--- src/rtl/trap_commit_ctrl.sv ---
// trap_commit_ctrl: commit/trap sequencer between the execute and fetch stages.
//   Accepts one executed instruction (i_valid/o_ready). In the following EXEC cycle
//   it drives the CSR file's write/trap controls for exactly one cycle. It then
//   offers the next PC to fetch (o_npc_valid/i_npc_ready). o_retired pulses in the
//   cycle after each next-PC handshake.
// Ports:
//   i_clock, i_reset (async, active-low)
//   execute side : i_valid, o_ready, i_pc, i_dnpc, i_jump, i_kind, i_csr_addr, i_csr_wdata
//   CSR side     : o_csr_wen, o_csr_t, o_csr, o_csr_pc, o_csr_wdata, o_mcause, i_csr_upc
//   fetch side   : o_npc_valid, i_npc_ready, o_npc, o_retired
// Optional build macro: MISALIGN_TRAP_EN. When it is defined, a taken jump to a
// target that is not word-aligned is converted to a trap with mcause 0.
module trap_commit_ctrl #(
  parameter logic [31:0] ECALL_CAUSE = 32'd11,
  parameter logic [31:0] RESET_PC    = 32'h8000_0000
) (
  input  logic        i_clock,
  input  logic        i_reset,
  input  logic        i_valid,
  output logic        o_ready,
  input  logic [31:0] i_pc,
  input  logic [31:0] i_dnpc,
  input  logic        i_jump,
  input  logic [1:0]  i_kind,
  input  logic [11:0] i_csr_addr,
  input  logic [31:0] i_csr_wdata,
  output logic        o_csr_wen,
  output logic [2:0]  o_csr_t,
  output logic [11:0] o_csr,
  output logic [31:0] o_csr_pc,
  output logic [31:0] o_csr_wdata,
  output logic [31:0] o_mcause,
  input  logic [31:0] i_csr_upc,
  output logic        o_npc_valid,
  input  logic        i_npc_ready,
  output logic [31:0] o_npc,
  output logic        o_retired
);

  localparam int unsigned XLEN = 32;

  localparam logic [1:0] KIND_NORMAL = 2'b00;
  localparam logic [1:0] KIND_CSRW   = 2'b01;
  localparam logic [1:0] KIND_ECALL  = 2'b10;
  localparam logic [1:0] KIND_MRET   = 2'b11;

  localparam logic [2:0] CSR_T_MRET  = 3'b000;
  localparam logic [2:0] CSR_T_CSRW  = 3'b001;
  localparam logic [2:0] CSR_T_ECALL = 3'b011;
  localparam logic [2:0] CSR_T_NONE  = 3'b111;

  typedef enum logic [1:0] {IDLE = 2'd0, EXEC = 2'd1, RESP = 2'd2} state_t;

  state_t          state;
  logic [XLEN-1:0] lat_dnpc;
  logic            lat_jump;
  logic [1:0]      lat_kind;

  // Accept-time decode of the incoming instruction into CSR controls
  logic [2:0]      acc_csr_t;
  logic            acc_wen;
  logic [XLEN-1:0] acc_mcause;
  // EXEC-time next-PC selection from latched fields and the CSR target
  logic [XLEN-1:0] npc_sel;
  logic            lat_misalign;

  // Ready depends on state only, so there is no path from i_valid to o_ready
  assign o_ready = (state == IDLE);

`ifdef MISALIGN_TRAP_EN
  logic acc_misalign;
  assign acc_misalign = (i_kind == KIND_NORMAL) && i_jump && (i_dnpc[1:0] != 2'b00);
  assign lat_misalign = (lat_kind == KIND_NORMAL) && lat_jump && (lat_dnpc[1:0] != 2'b00);
`else
  logic acc_misalign;
  assign acc_misalign = 1'b0;
  assign lat_misalign = 1'b0;
`endif

  // Decode the CSR op presented during EXEC
  always_comb begin
    acc_csr_t  = CSR_T_NONE;
    acc_wen    = 1'b0;
    acc_mcause = '0;
    case (i_kind)
      KIND_NORMAL: begin
        if (acc_misalign) begin
          acc_csr_t = CSR_T_ECALL;
          acc_wen   = 1'b1;
        end
      end
      KIND_CSRW: begin
        acc_csr_t = CSR_T_CSRW;
        acc_wen   = 1'b1;
      end
      KIND_ECALL: begin
        acc_csr_t  = CSR_T_ECALL;
        acc_wen    = 1'b1;
        acc_mcause = ECALL_CAUSE;
      end
      KIND_MRET: acc_csr_t = CSR_T_MRET;
      default: acc_csr_t = CSR_T_NONE;
    endcase
  end

  // Next PC; pc+4 wraps naturally in 32 bits
  always_comb begin
    npc_sel = o_csr_pc + XLEN'(4);
    case (lat_kind)
      KIND_NORMAL: begin
        if (lat_misalign)  npc_sel = i_csr_upc;
        else if (lat_jump) npc_sel = lat_dnpc;
      end
      KIND_CSRW:  npc_sel = o_csr_pc + XLEN'(4);
      KIND_ECALL: npc_sel = i_csr_upc;
      KIND_MRET:  npc_sel = i_csr_upc;
      default:    npc_sel = o_csr_pc + XLEN'(4);
    endcase
  end

  // Sequencer: CSR controls are loaded on accept so they are live for the EXEC cycle only
  always_ff @(posedge i_clock or negedge i_reset) begin
    if (!i_reset) begin
      state       <= IDLE;
      lat_dnpc    <= '0;
      lat_jump    <= 1'b0;
      lat_kind    <= KIND_NORMAL;
      o_csr       <= '0;
      o_csr_pc    <= '0;
      o_csr_wdata <= '0;
      o_csr_t     <= CSR_T_NONE;
      o_csr_wen   <= 1'b0;
      o_mcause    <= '0;
      o_npc       <= RESET_PC;
      o_npc_valid <= 1'b0;
      o_retired   <= 1'b0;
    end else begin
      o_retired <= 1'b0;
      case (state)
        IDLE: begin
          if (i_valid) begin
            lat_dnpc    <= i_dnpc;
            lat_jump    <= i_jump;
            lat_kind    <= i_kind;
            o_csr       <= i_csr_addr;
            o_csr_pc    <= i_pc;
            o_csr_wdata <= i_csr_wdata;
            o_csr_t     <= acc_csr_t;
            o_csr_wen   <= acc_wen;
            o_mcause    <= acc_mcause;
            state       <= EXEC;
          end
        end
        EXEC: begin
          o_npc       <= npc_sel;
          o_npc_valid <= 1'b1;
          o_csr_t     <= CSR_T_NONE;
          o_csr_wen   <= 1'b0;
          o_mcause    <= '0;
          state       <= RESP;
        end
        RESP: begin
          if (i_npc_ready) begin
            o_npc_valid <= 1'b0;
            o_retired   <= 1'b1;
            state       <= IDLE;
          end
        end
        default: state <= IDLE;
      endcase
    end
  end

endmodule

--- config.mk ---
export PLATFORM = sky130hd
export DESIGN_NAME = trap_commit_ctrl
export DESIGN_NICKNAME = d
export VERILOG_FILES = /design/src/rtl/trap_commit_ctrl.sv
export SDC_FILE = /design/constraint.sdc
export NUM_CORES = 1
export LEC_CHECK = 0
export ABC_AREA = 1
export CELL_PAD_IN_SITES_DETAIL_PLACEMENT = 0
export CELL_PAD_IN_SITES_GLOBAL_PLACEMENT = 1
export CORE_AREA = 3 3 156 158
export DETAILED_ROUTE_END_ITERATION = 16
export DIE_AREA = 0 0 159 161
export PLACE_DENSITY_LB_ADDON = 0.1
export SLEW_MARGIN = 20
export SYNTH_ARGS = -nofsm -noshare
export SYNTH_HDL_FRONTEND = slang
export SYNTH_SLANG_ARGS = --single-unit
export TNS_END_PERCENT = 5
--- constraint.sdc ---
create_clock -name i_clock -period 2.3 [get_ports i_clock]
set_input_delay 0.575 -clock i_clock [delete_from_list [all_inputs] [get_ports i_clock]]
set_output_delay 0.575 -clock i_clock [all_outputs]
set_load 0.005 [all_outputs]
==> results of run 1 <==
==> state kept, by name, indices dropped and copies added (netlist names) <==
name,count
o_csr_wen,1
state,2
o_retired,1
lat_dnpc,32
o_csr_pc,32
o_mcause,1
o_csr_wdata,32
o_npc,32
lat_kind,2
o_npc_valid,1
o_csr,12
lat_jump,1
o_csr_t,3
==> worst max path at each step <==
stage,startpoint,end,slack (ns),cells past startpoint
floorplan,o_csr_pc[2],o_npc[28],0.81,12
global placement,i_valid,o_csr_wen,0.33,5
detailed placement,i_valid,o_csr_wen,0.29,5
CTS,state[0],o_ready,0.04,2
global route,state[0],o_ready,0.08,2
finish,state[0],o_ready,0.17,2
==> power groups by stage <==
stage | clock (uW) | sequential, uW | combinational, uW
after CTS | 2950 | 5060 | 6590
final | 2870 | 5050 | 6450
after floorplan | 0 | 4900 | 3080
after global routing | 3060 | 5260 | 7240
after global placement | 0 | 5070 | 6510
after detailed placement | 0 | 5070 | 6550
==> synth_stat cells (all sizes together), types with 2 or more instances <==
master  count  share of area [%]
nand3      44                2.9
dfstp       4                1.4
or2         8               0.67
buf        56                4.8
clkbuf     18               0.90
nor2      102                5.9
a31oi      13                1.1
inv        46                2.3
dfrtp     148                 49
nand2     448                 23
xor2        4               0.47
nand3b      2               0.20
and2        2               0.17
o21ai      34                2.3
a221oi      4               0.47
xnor2       2               0.23
o21bai      2               0.20
ha          4               0.67
a21oi      44                3.0
==> metal layers <==
layer / global-route usage, % / share of wire [%] / up-vias
li1: - / - / 3570
met1: 26.55 / 45 / 3253
met2: 32.67 / 47 / 222
met3: 6.412 / 7.1 / 17
met4: 3.780 / 0.78 / 2
met5: 0 / 0.050 / -
==> stage by stage <==
stage               util (%)  total power [uW]  setup WS, ns  std cells  instance area [um2]
floorplan                  -              7982        0.8079       1020                 7631
global placement       45.16             11580        0.3258       1549                10510
detailed placement     45.16             11630        0.2894       1549                10510
CTS                    47.72             14600       0.04222       1581                11100
global route           47.73             15550       0.07738       1581                11100
finish                 47.73             14370        0.1673       1581                11100
==> cell usage in the layout, fill, tap and decap left out, types with 2 or more instances in the layout <==
master	netlist	layout
nand2_2	6	5
o21ai_1	2	2
inv_6	0	3
buf_4	31	12
or2_2	8	8
dfstp_2	4	4
and2_1	2	2
a221oi_1	4	4
nor2_1	89	88
inv_1	44	44
nor2_2	7	8
buf_12	0	8
xor2_1	4	4
nand2_4	1	2
xnor2_1	2	2
nor2_4	6	6
nand3_1	44	44
dfrtp_1	148	148
clkinv_4	0	3
clkdlybuf4s50_1	0	263
o21ai_0	32	32
nand3b_1	2	2
ha_1	4	4
conb_1	1	29
o21bai_1	2	2
nand2_1	441	441
a31oi_1	13	13
inv_8	0	6
clkbuf_16	0	17
a21oi_1	43	43
==> cells by family (layout without fill, tap and decap cells) <==
logic type                 after synthesis  count (layout)
xor gates and xnor gates                 6               6
other                                    1              29
buffers and inverters                  121             363
adders and majority gates                4               4
DFF                                    152             152
and+or+nand+nor                        607             607
AOI/OAI and AO/OA                      101             101
==> worst reg2reg max path, stage by stage, from the launching register on <==
cell     delay (ns)
dfrtp_1        0.46
ha_1           0.25
nand2_2        0.10
nor2_1         0.16
nand2_1        0.14
nor2_2         0.27
nand2_1        0.08
nand2_1        0.10
nand2_1        0.06
a21oi_1        0.16
a21oi_1        0.09
==> cell type report <==
cell class	count	area [um2]	area share, %
Multi-Input combinational cell	747	3228	29.07
Sequential cell	152	3809	34.30
Inverter	47	178.9	1.611
Clock inverter	14	155.1	1.397
Clock buffer	18	439.2	3.955
Tap cell	319	399.1	3.595
Timing Repair Buffer	284	2894	26.07
==> flow_summary.json, run 1 <==
{
  "wirelength_mm": 25.82,
  "intPower_uw": 8784,
  "grt_max_degree": 100,
  "slew_headroom_pct": 65.56,
  "die-area_um2": 25600,
  "critPathCaptureType": "output port",
  "synth_edf_count": 0,
  "ys_warn_count": 0,
  "rsz0062_at_grt": "no",
  "p_leak_uw": 0.005211,
  "finalMaxSlewViolations": 0,
  "startpoint_type": "flop",
  "max_freq_ghz": 0.4689,
  "status": "completed",
  "clockRootBuffer": "clkbuf_16",
  "yosys.area_share.simple_pct": 32.60,
  "grt_pass1_vias": 7139,
  "p_per_area_nw_per_um2": 1294,
  "worstPathCellList": "nor2_2 -> clkdlybuf4s50_1",
  "ys.flop_type": "dfrtp_1",
  "h-tree-depth": 4,
  "place_congestion": 0.8672,
  "first_iter_violations": 367,
  "combPwrFrac_pct": 44.9,
  "ir_drop_uv": 570.5,
  "drive_above_1_share_pct": 7.052,
  "ctsResizeCount": 0,
  "cp_top_family": "buffers and inverters",
  "hpwlAfterDp_mm": 18.96,
  "rows": 56,
  "cts_made_buffers": 17,
  "crit_type": "reg2out",
  "syn-cell-area_um2": 7526,
  "via_per_inst": 4.468,
  "fin_skew_ns": 0.009588,
  "core_um2": 23260,
  "dr.pass1.iters": 5,
  "yosysSeqAreaShare_pct": 50.61,
  "synth_xor_area_share_pct": 0.6983,
  "sw_frac_of_total_pct": 38.88,
  "async_flop_share_pct": 100.0,
  "fin_crit_sh_pct": 92.73,
  "finalCriticalPeriod_ns": 2.133,
  "muxShareOfSynthArea_pct": 0,
  "synth_fa_ha_area_share_pct": 0.6650,
  "synth_compound_gate_area_share_pct": 7.382,
  "dieHeight_um": 161,
  "cp_num_buf_inv": 1,
  "syn_avg_cell_area_um2": 7.587,
  "final_hold_viol_count": 0,
  "r2r_start": "o_csr_pc[3]",
  "areaGrowthSynthToFinish_pct": 47.53,
  "cpPeakStageDelay_ns": 0.54,
  "worstPathRequired_ns": 1.73,
  "setup_viol": 0,
  "synthesis.instances": 992,
  "crit_slowest_cell": "clkdlybuf4s50_1",
  "num_antenna_cells": 0,
  "whs_ns": 0.08789,
  "clockBufferDepth": 2,
  "num_vias": 7064,
  "antenna_found_initial": 1,
  "drcViolationCount": 0,
  "grt_pass1_wl_mm": 40.49,
  "cts_setup_buffers": 0,
  "clk_pin_slew_ns": 0.07,
  "worstReg2RegEnd": "o_npc[24]",
  "grt_overflow": 0,
  "insertion_delay_ns": 0.42,
  "pin_count": 294,
  "hold_class": "in2async",
  "clock_sink_count": 152,
  "crit_arrival_ns": 1.56,
  "die_w_um": 159,
  "worstMarginPinSlew_ns": 0.5166,
  "cts_tree": "built",
  "initial_utilization_pct": 32.35,
  "synth_top_family_by_area": "simple AND/OR/NAND/NOR gates",
  "grtUsageTotal_pct": 20.04,
  "seqPwrFrac_pct": 35.1,
  "postRouteAntennaNets": 0,
  "wl_per_cell_um": 16.33,
  "worst_r2r_path_depth": 10,
  "fillers": 2392,
  "ys_ff_latch": 152,
  "switchingPower_uw": 5589,
  "nNetsFinal": 1400,
  "port_buffers": 264,
  "yosysUniqueCellTypes": 34,
  "fin_setup_tns_ns": 0,
  "rrSetupSlack_ns": 0.32,
  "maxCapViolCount": 0,
  "hold_buffers": 0,
  "clkPwrFrac_pct": 20.0,
  "path_max_fanout": 5
}
Power figures use the tool's default switching activity.
==> inputs of run 2 (changes only) <==
--- a/config.mk
+++ b/config.mk
@@ -6,6 +6,7 @@
 export NUM_CORES = 1
 export LEC_CHECK = 0
 export ABC_AREA = 1
+export CAP_MARGIN = 5
 export CELL_PAD_IN_SITES_DETAIL_PLACEMENT = 0
 export CELL_PAD_IN_SITES_GLOBAL_PLACEMENT = 1
 export CORE_AREA = 3 3 156 158
==> results of run 2 <==
No change in the layout: final DEF, timing and power equal those of run 1.
